`config.mk`:
```
export PLATFORM = sky130hd
export DESIGN_NAME = muldiv_unit
export DESIGN_NICKNAME = d
export VERILOG_FILES = /design/src/rtl/rv_m_pkg.sv /design/src/rtl/serial_divider.sv /design/src/rtl/muldiv_unit.sv
export SDC_FILE = /design/constraint.sdc
export NUM_CORES = 2
export LEC_CHECK = 0
export BUFFER_PORTS_ARGS = -buffer_cell sky130_fd_sc_hd__buf_2
export CAP_MARGIN = 20
export CORE_MARGIN = 5
export CORE_UTILIZATION = 70
export DETAILED_ROUTE_END_ITERATION = 8
export PLACE_DENSITY = 0.86
export RECOVER_POWER = 50
export SYNTH_ARGS = -nofsm -noshare
export SYNTH_HDL_FRONTEND = slang
export SYNTH_HIERARCHICAL = 1
export SYNTH_SLANG_ARGS = --single-unit
```
`constraint.sdc`:
```
create_clock -name clk -period 13.9 [get_ports clk]
set_clock_uncertainty 0.2 [all_clocks]
set_input_delay 1.39 -clock clk [delete_from_list [all_inputs] [get_ports clk]]
set_output_delay 1.39 -clock clk [all_outputs]
set_load 0.03 [all_outputs]
```
`src/rtl/rv_m_pkg.sv`:
```
// rtl/rv_m_pkg.sv - RV M-extension funct3 codes, op-class helpers and execute-unit states
package rv_m_pkg;

  localparam logic [2:0] OP_MUL    = 3'b000;
  localparam logic [2:0] OP_MULH   = 3'b001;
  localparam logic [2:0] OP_MULHSU = 3'b010;
  localparam logic [2:0] OP_MULHU  = 3'b011;
  localparam logic [2:0] OP_DIV    = 3'b100;
  localparam logic [2:0] OP_DIVU   = 3'b101;
  localparam logic [2:0] OP_REM    = 3'b110;
  localparam logic [2:0] OP_REMU   = 3'b111;

  typedef enum logic [1:0] {
    ST_IDLE = 2'd0,
    ST_MUL  = 2'd1,
    ST_DIV  = 2'd2,
    ST_DONE = 2'd3
  } md_state_e;

  function automatic logic is_mul(input logic [2:0] op);
    return op < OP_DIV;
  endfunction

  function automatic logic is_div(input logic [2:0] op);
    return op >= OP_DIV;
  endfunction

  // Signedness of the divide class only; multiplies use the mul_*_signed helpers
  function automatic logic is_signed(input logic [2:0] op);
    return (op == OP_DIV) || (op == OP_REM);
  endfunction

  function automatic logic is_rem(input logic [2:0] op);
    return (op == OP_REM) || (op == OP_REMU);
  endfunction

  function automatic logic mul_a_signed(input logic [2:0] op);
    return (op == OP_MUL) || (op == OP_MULH) || (op == OP_MULHSU);
  endfunction

  function automatic logic mul_b_signed(input logic [2:0] op);
    return (op == OP_MUL) || (op == OP_MULH);
  endfunction

endpackage

```
`src/rtl/serial_divider.sv`:
```
// rtl/serial_divider.sv - restoring divider, one quotient bit per edge on unsigned magnitudes
module serial_divider #(
  parameter int XLEN = 32
) (
  input  logic            clk,
  input  logic            rst_n,
  input  logic            start,
  input  logic            abort,
  input  logic [XLEN-1:0] dividend,
  input  logic [XLEN-1:0] divisor,
  output logic            done,
  output logic [XLEN-1:0] quotient,
  output logic [XLEN-1:0] remainder
);

  localparam int CW = $clog2(XLEN);

  logic [CW-1:0]   cnt_q;
  logic            running_q;
  logic            done_q;
  logic [XLEN-1:0] quo_q;
  logic [XLEN-1:0] rem_q;
  logic [XLEN-1:0] dvs_q;
  logic [XLEN:0]   shifted;
  logic [XLEN:0]   diff;

  // Dividend bits shift out of the quotient register into the partial remainder
  always_comb begin
    shifted = {rem_q, quo_q[XLEN-1]};
    diff    = shifted - {1'b0, dvs_q};
  end

  always_ff @(posedge clk or negedge rst_n) begin
    if (!rst_n) begin
      running_q <= 1'b0;
      done_q    <= 1'b0;
      cnt_q     <= '0;
      quo_q     <= '0;
      rem_q     <= '0;
      dvs_q     <= '0;
    end else begin
      done_q <= 1'b0;
      if (abort) begin
        running_q <= 1'b0;
      end else if (start) begin
        quo_q     <= dividend;
        rem_q     <= '0;
        dvs_q     <= divisor;
        cnt_q     <= CW'(XLEN - 1);
        running_q <= 1'b1;
      end else if (running_q) begin
        if (diff[XLEN]) begin
          rem_q <= shifted[XLEN-1:0];
          quo_q <= {quo_q[XLEN-2:0], 1'b0};
        end else begin
          rem_q <= diff[XLEN-1:0];
          quo_q <= {quo_q[XLEN-2:0], 1'b1};
        end
        cnt_q <= cnt_q - 1'b1;
        if (cnt_q == '0) begin
          running_q <= 1'b0;
          done_q    <= 1'b1;
        end
      end
    end
  end

  assign done      = done_q;
  assign quotient  = quo_q;
  assign remainder = rem_q;

endmodule

```
`src/rtl/muldiv_unit.sv`:
```
// rtl/muldiv_unit.sv - multi-cycle RV32M/RV64M multiply/divide unit beside the EX-stage ALU
module muldiv_unit
  import rv_m_pkg::*;
#(
  parameter int XLEN        = 32,
  parameter int MUL_LATENCY = 2,
  parameter int REG_ADDR_W  = 5
) (
  input  logic                  clk,
  input  logic                  rst_n,
  input  logic                  in_valid,
  output logic                  in_ready,
  input  logic [2:0]            op,
  input  logic [XLEN-1:0]       rs1_val,
  input  logic [XLEN-1:0]       rs2_val,
  input  logic [REG_ADDR_W-1:0] rd_in,
  input  logic                  flush,
  output logic                  out_valid,
  input  logic                  out_ready,
  output logic [XLEN-1:0]       result,
  output logic [REG_ADDR_W-1:0] rd_out,
  output logic                  busy
);

  localparam int MCW = (MUL_LATENCY > 1) ? $clog2(MUL_LATENCY) : 1;
  localparam logic [XLEN-1:0] SMIN = {1'b1, {(XLEN-1){1'b0}}};

  md_state_e             state_q, state_d, target;
  logic                  accept, fast, div_start, div_done;
  logic [2:0]            op_q;
  logic [REG_ADDR_W-1:0] rd_q;
  logic                  qneg_q, rneg_q;
  logic [MCW-1:0]        mcnt_q;
  logic [XLEN-1:0]       fast_res, mag_a, mag_b, div_quo, div_rem, div_res;
  logic [2*XLEN-1:0]     ext_a, ext_b, product;
  logic [2*XLEN-1:0]     prod_q [MUL_LATENCY];

  // Extending to 2*XLEN gives the same low 2*XLEN bits as an (XLEN+1)-bit signed product
  always_comb begin
    ext_a    = {{XLEN{mul_a_signed(op) & rs1_val[XLEN-1]}}, rs1_val};
    ext_b    = {{XLEN{mul_b_signed(op) & rs2_val[XLEN-1]}}, rs2_val};
    product  = ext_a * ext_b;
    mag_a    = (is_signed(op) && rs1_val[XLEN-1]) ? -rs1_val : rs1_val;
    mag_b    = (is_signed(op) && rs2_val[XLEN-1]) ? -rs2_val : rs2_val;
    fast     = is_div(op) && ((rs2_val == '0) ||
               (is_signed(op) && (rs1_val == SMIN) && (rs2_val == '1)));
    if (rs2_val == '0) fast_res = is_rem(op) ? rs1_val : '1;
    else               fast_res = is_rem(op) ? '0 : rs1_val;
    div_res  = is_rem(op_q) ? (rneg_q ? -div_rem : div_rem)
                            : (qneg_q ? -div_quo : div_quo);
    target   = is_mul(op) ? ST_MUL : (fast ? ST_DONE : ST_DIV);
  end

  always_comb begin
    in_ready  = (state_q == ST_IDLE) || ((state_q == ST_DONE) && out_ready);
    out_valid = (state_q == ST_DONE);
    busy      = (state_q != ST_IDLE);
    accept    = in_valid && in_ready && !flush;
    div_start = accept && is_div(op) && !fast;
    state_d   = state_q;
    case (state_q)
      ST_IDLE: if (accept) state_d = target;
      ST_MUL:  if (mcnt_q == '0) state_d = ST_DONE;
      ST_DIV:  if (div_done) state_d = ST_DONE;
      ST_DONE: begin
        if (accept)         state_d = target;
        else if (out_ready) state_d = ST_IDLE;
      end
      default: state_d = ST_IDLE;
    endcase
    if (flush) state_d = ST_IDLE;
  end

  always_ff @(posedge clk or negedge rst_n) begin
    if (!rst_n) state_q <= ST_IDLE;
    else        state_q <= state_d;
  end

  always_ff @(posedge clk or negedge rst_n) begin
    if (!rst_n) begin
      op_q   <= '0;
      rd_q   <= '0;
      qneg_q <= 1'b0;
      rneg_q <= 1'b0;
      mcnt_q <= '0;
      result <= '0;
      rd_out <= '0;
    end else if (accept) begin
      op_q   <= op;
      rd_q   <= rd_in;
      qneg_q <= is_signed(op) && (rs1_val[XLEN-1] ^ rs2_val[XLEN-1]);
      rneg_q <= is_signed(op) && rs1_val[XLEN-1];
      mcnt_q <= MCW'(MUL_LATENCY - 1);
      if (fast) begin
        result <= fast_res;
        rd_out <= rd_in;
      end
    end else if (!flush) begin
      if (state_q == ST_MUL) begin
        if (mcnt_q != '0) begin
          mcnt_q <= mcnt_q - 1'b1;
        end else begin
          result <= (op_q == OP_MUL) ? prod_q[MUL_LATENCY-1][XLEN-1:0]
                                     : prod_q[MUL_LATENCY-1][2*XLEN-1:XLEN];
          rd_out <= rd_q;
        end
      end else if ((state_q == ST_DIV) && div_done) begin
        result <= div_res;
        rd_out <= rd_q;
      end
    end
  end

  // Product register chain; synthesis may retime the multiplier across these stages
  always_ff @(posedge clk) begin
    if (accept) prod_q[0] <= product;
    for (int i = 1; i < MUL_LATENCY; i++) prod_q[i] <= prod_q[i-1];
  end

  serial_divider #(.XLEN(XLEN)) u_div (
    .clk       (clk),
    .rst_n     (rst_n),
    .start     (div_start),
    .abort     (flush),
    .dividend  (mag_a),
    .divisor   (mag_b),
    .done      (div_done),
    .quotient  (div_quo),
    .remainder (div_rem)
  );

endmodule

```
=== Word-level counts from Yosys, hierarchy flattened ===
Memories as Yosys holds them, arrays and structs flattened.
Cells that the tools add are included.

* Register bits: 153
* Memory bits (writable): 128
* Input port bits: 77
* Output and inout port bits: 40
* Word-level logic and storage cells: 135
* Memories: 1

* $add $sub $neg: 7
* Multipliers: 1
* Magnitude comparators: 2
* Equal/unequal tests: 19
* Muxes and demuxes: 52
* Bitwise logic cells: 4
* Reductions and logical operators: 35

{| class="wikitable"
|+ Memory list
! name !! depth !! width !! rd ports !! clocked after memory_dff !! write ports !! line !! RTL
|-
| prod_q || 2 || 64 || 2 || 0 || 2 || muldiv_unit.sv:36 || <nowiki>logic [2*XLEN-1:0] prod_q [MUL_LATENCY];</nowiki>
|}

{| class="wikitable"
|+ Operator list
! operator !! number
|-
| $mux 32 || 20
|-
| $neg 32->32 || 4
|-
| $eq 32x32->1 const B || 2
|-
| $mul 33x33->64 || 1
|-
| $mux 5 || 8
|-
| $sub 33x32->33 || 1
|-
| $logic_not 32->1 || 1
|-
| $mux 1 || 16
|-
| $eq 3x3->1 const B || 5
|-
| $mux 2 || 7
|-
| $logic_and 1x1->1 || 12
|-
| $ne 3x3->1 const B || 3
|-
| $pmux 2 s4 || 1
|-
| $reduce_and 4->1 || 2
|-
| $logic_or 1x1->1 || 7
|-
| $logic_not 3->1 || 2
|-
| $reduce_and 2->1 || 3
|-
| $reduce_bool 2->1 || 3
|-
| $logic_not 5->1 || 1
|-
| $sub 5x1->5 const B || 1
|-
| $eq 2x2->1 const B || 2
|-
| $ne 2x1->1 const B || 2
|-
| $ne 4x2->1 const B || 1
|-
| $eq 3x1->1 const B || 1
|-
| other kinds (12) || 14
|}

=== Depth between registers and ports, before layout ===
* Word-level depth: 11
* Mapped depth: 30
* Depth with buffers taken out: 28

=== By module ===
Netlist, hierarchy kept.

{| class="wikitable"
|+ By module, submodules not included
! module !! instances !! cells each !! area an instance (um2) !! seq. area each (um2)
|-
| muldiv_unit || 1 || 5235 || 47434.2 || 4454.3
|-
| serial_divider || 1 || 687 || 6302.3 || 2577.5
|}

=== Worst setup path before layout ===
No wires, ideal clock.

* Path type: input -> register
* From: input op[2]
* To: memory prod_q[0][61] (netlist name), data pin
* Library setup time: 0.259 ns
* Arrival time: 9.366 ns
* Required time: 13.441 ns
* Slack: 4.075 ns
* Cell stages on the path: 27
* Buffers on the path: 4
* Cells stage by stage: clkbuf_1 -> a211oi_1 -> clkbuf_1 -> clkbuf_1 -> nand2_1 -> fa_1 -> fa_1 -> inv_1 -> fa_1 -> inv_1 -> fa_1 -> inv_1 -> fa_1 -> fa_1 -> fa_1 -> inv_1 -> fa_1 -> inv_1 -> ha_1 -> clkbuf_1 -> a21o_1 -> a21o_1 -> a21o_1 -> a21oi_1 -> o221ai_1 -> o32a_1 -> xor2_1

{| class="wikitable"
|+ RTL lines
! what !! line !! RTL
|-
| from (decl) || muldiv_unit.sv:13 || <nowiki>input logic [2:0] op,</nowiki>
|-
| to (decl) || muldiv_unit.sv:36 ||
|}

==> impl_metrics.tcl <==
set metrics [dict create \
    run_status "complete, but fails checks" \
    violations_in_the_final_reports "capacitance limit, slew limit" \
    yosysTopAreaCell "sky130_fd_sc_hd__fa_1" \
    min_to "prod_q[0][77]$_DFF_P_" \
    detailedRoute.firstPassIterationCount 7 \
    cts_buffer_depth 3 \
    floorplan.die_area_um2 82410 \
    synthSimpleGateAreaFrac_pct 14.94 \
    cts_inserted_buffers 29 \
    place.gp.congestion 0.9844 \
    postRouteWirelength_mm 152.7 \
    antenna_found_initial 9 \
    vias_per_cell 6.137 \
    post_route_cells_drive_above_1_share_pct 4.034 \
    hold_viol 0 \
    critPathRequiredTime_ps 14010 \
    cts_hold_buffers 0 \
    clock-root-buffer "sky130_fd_sc_hd__clkbuf_16" \
    chipWidth_um 287.1 \
    global_route.usage.total_pct 37.88 \
    finalNetCount 7237 \
    cell_rows 101 \
    end_kind "flip-flop" \
    ys_top_cells_by_count "sky130_fd_sc_hd__inv_1, sky130_fd_sc_hd__fa_1, sky130_fd_sc_hd__nand2_1, sky130_fd_sc_hd__and2_1, sky130_fd_sc_hd__clkbuf_1" \
    post_synth_instance_area_um2 53740 \
    dominantRegCellSynth "sky130_fd_sc_hd__dfrtp_1" \
    finalWorstPathRequiredPeriod_ps 11800 \
    r2r_end "u_div/quotient[22]$_DFFE_PN0P_" \
    max_clock_freq_mhz 84.73 \
    grt_first_pass_wirelength_mm 244.2 \
    io_buffers 116 \
    h-tree-depth 1 \
    timing.setup.tns_ps 0 \
    synth_top_family_by_area "adder cells" \
    synth_xor_area_share_pct 3.667 \
    layout.core_utilization_pct 73.14 \
    clock_sink_count 281 \
    hold_path_startpoint "prod_q[0][13]$_DFFE_PP_" \
    synth_adder_area_share_pct 47.91 \
    yosysTopAreaCellShare_pct 41.95 \
    yosysWarningCount 6 \
    final_max_slew_viol_count 321 \
    area_delta_synth_final_pct 3.546 \
    timing.rr.start "state_q[1]$_DFFE_PN0P_" \
    synth_edf_count 64 \
    wl_per_cell_um 22.35 \
    rsz0062_at_grt "no" \
    sequential_element_share_of_the_synthesized_area_pct 13.09 \
    start_util_pct 70.64 \
    top_level_ports 117 \
    clk-insertion-delay-late_ps 590 \
    clkSlewWorstSetupHoldPaths_ps 70 \
    worst-r2r-cell-count 14 \
    ys_ff_latch 281 \
    max-cap-violations 6 \
    antenna_violation_net_count_after_detailed_routing 0 \
    timing.hold.worst.class "reg -> reg" \
    cts_repair_resize_count 0 \
    fillerInstances 5405 \
    post_synth_main_area_contributors "sky130_fd_sc_hd__fa_1, sky130_fd_sc_hd__inv_1, sky130_fd_sc_hd__dfrtp_1, sky130_fd_sc_hd__nand2_1, sky130_fd_sc_hd__ha_1" \
    post-cts-setup-buffers 0 \
    critPathMaxFanout 34 \
    yosys.cell_types.count 101 \
    final_min_period_over_clock_period_pct 84.91 \
    worstPathArrival_ps 11910 \
    postSynthAreaPerCell_um2 9.074 \
    relSlewSlack_pct -232.8 \
    setup-violations-final 0 \
    maximum_number_of_pins_on_one_net_before_global_route_repair 91 \
    drt_first_iter_violations 4530 \
    clock_tree_from_tritoncts "done" \
    syn_nets 7381 \
    globalRoute.totalOverflow 0 \
    detailed_place_hpwl_mm 113.8 \
    rrSetupSlack_ps 6390 \
    timing_worst_setup_path_type "in -> reg" \
    core_area_um2 76080 \
    worst_slew_pin_slew_ps 4992 \
    syn-instance-count 5922 \
    detailroute.via_count 41934 \
    grt_pass1_vias 44626 \
    synth_most_common_cell "sky130_fd_sc_hd__inv_1" \
    async_reset_ff_share_pct 54.45 \
    synth_compound_area_share_pct 7.656 \
    drcViolationCount 0 \
    muxShareOfSynthArea_pct 1.639 \
    cp-start-kind "input port" \
    die_h_um 287.1 \
    hold_path_depth 0 \
]
==> worst max-delay path, stage by stage <==
cell and delay [ps]:
sky130_fd_sc_hd__buf_2 80, sky130_fd_sc_hd__clkbuf_1 1550, sky130_fd_sc_hd__inv_1 380, sky130_fd_sc_hd__a211oi_4 280, sky130_fd_sc_hd__buf_4 420, sky130_fd_sc_hd__nand2_1 220
sky130_fd_sc_hd__fa_1 580, sky130_fd_sc_hd__fa_1 500, sky130_fd_sc_hd__inv_1 80, sky130_fd_sc_hd__fa_1 800, sky130_fd_sc_hd__inv_1 270, sky130_fd_sc_hd__fa_1 1000
sky130_fd_sc_hd__inv_1 340, sky130_fd_sc_hd__fa_1 550, sky130_fd_sc_hd__fa_1 560, sky130_fd_sc_hd__inv_1 50, sky130_fd_sc_hd__fa_1 450, sky130_fd_sc_hd__fa_1 490
sky130_fd_sc_hd__inv_1 40, sky130_fd_sc_hd__ha_1 350, sky130_fd_sc_hd__and2_1 250, sky130_fd_sc_hd__nand3_1 240, sky130_fd_sc_hd__nor3_1 210, sky130_fd_sc_hd__o21ai_0 210
sky130_fd_sc_hd__nand3_1 120, sky130_fd_sc_hd__or3b_2 450
==> final cells by class <==
cell class	instances	area, um^2	share of cell area [%]
Clock buffer	34	775.7	1.394
Multi-Input combinational cell	4079	40780	73.29
Timing Repair Buffer	178	1007	1.810
Inverter	1209	4539	8.158
Sequential cell	281	7032	12.64
Clock inverter	19	214.0	0.3845
Antenna cell	3	7.507	0.01349
Tap cell	1030	1289	2.316
==> metal layers <==
metal  vias up  global-route usage, %  wire (um)
li1      17575                      -          -
met5         -                      0         42
met1     21079                  49.86      54710
met2      2646                  60.20      70870
met4         6                  19.09       9638
met3       628                  8.216      17480
==> worst max path at each step <==
stage / end / start / depth (start not counted)
CTS: prod_q[0][63]$_DFFE_PP_ / rs1_val[31] / 26
floorplan: prod_q[0][61]$_DFFE_PP_ / op[2] / 27
finish: prod_q[0][63]$_DFFE_PP_ / rs1_val[31] / 26
global route: prod_q[0][63]$_DFFE_PP_ / rs1_val[31] / 28
detailed placement: prod_q[0][63]$_DFFE_PP_ / rs1_val[31] / 26
global placement: prod_q[0][63]$_DFFE_PP_ / rs1_val[31] / 26
==> placed cells by master, fill, tap and decap left out, types with 30 or more instances in the layout <==
cell type and count:
sky130_fd_sc_hd__a21o_1 54, sky130_fd_sc_hd__a21oi_1 161, sky130_fd_sc_hd__and2_1 360, sky130_fd_sc_hd__buf_2 78, sky130_fd_sc_hd__buf_4 53, sky130_fd_sc_hd__clkbuf_1 47, sky130_fd_sc_hd__clkbuf_16 30, sky130_fd_sc_hd__dfrtp_1 153
sky130_fd_sc_hd__dfxtp_1 64, sky130_fd_sc_hd__edfxtp_1 64, sky130_fd_sc_hd__fa_1 1126, sky130_fd_sc_hd__ha_1 256, sky130_fd_sc_hd__inv_1 1206, sky130_fd_sc_hd__mux2i_1 88, sky130_fd_sc_hd__nand2_1 958, sky130_fd_sc_hd__nand3_1 31
sky130_fd_sc_hd__nor2_1 182, sky130_fd_sc_hd__nor3_1 47, sky130_fd_sc_hd__o21ai_0 149, sky130_fd_sc_hd__o21ai_1 48, sky130_fd_sc_hd__o31ai_1 38, sky130_fd_sc_hd__xnor2_1 130, sky130_fd_sc_hd__xor2_1 95
==> through the flow <==
step | area (um^2) | std cells | hold slack, ps | worst slack [ps]
floorplan | 53740 | 5922 | 123.3 | 4075
global placement | 54660 | 6773 | 123.9 | 3143
detailed placement | 54670 | 6774 | 127.9 | 3002
CTS | 55660 | 6827 | 136.7 | 3582
global route | 55640 | 6831 | 141.0 | 1598
finish | 55640 | 6833 | 131.8 | 2098
==> cell families after synthesis <==
group,after synthesis
AOI/OAI and AO/OA,646
xor gates and xnor gates,225
adders and majority gates,1382
buffers and inverters,1562
DFF,281
muxes,88
and+or+nand+nor,1738
==> flip-flops by register name, indices dropped and copies added, names as in the netlist, 2 cells and up <==
register / cells
rd_out: 5
u_div/remainder: 32
result: 32
u_div/dvs_q: 32
prod_q: 128
u_div/quotient: 32
u_div/cnt_q: 5
op_q: 3
state_q: 2
rd_q: 5
Power is not shown: default switching activity piles up to over one toggle a cycle in this logic, so the estimate is an artifact.
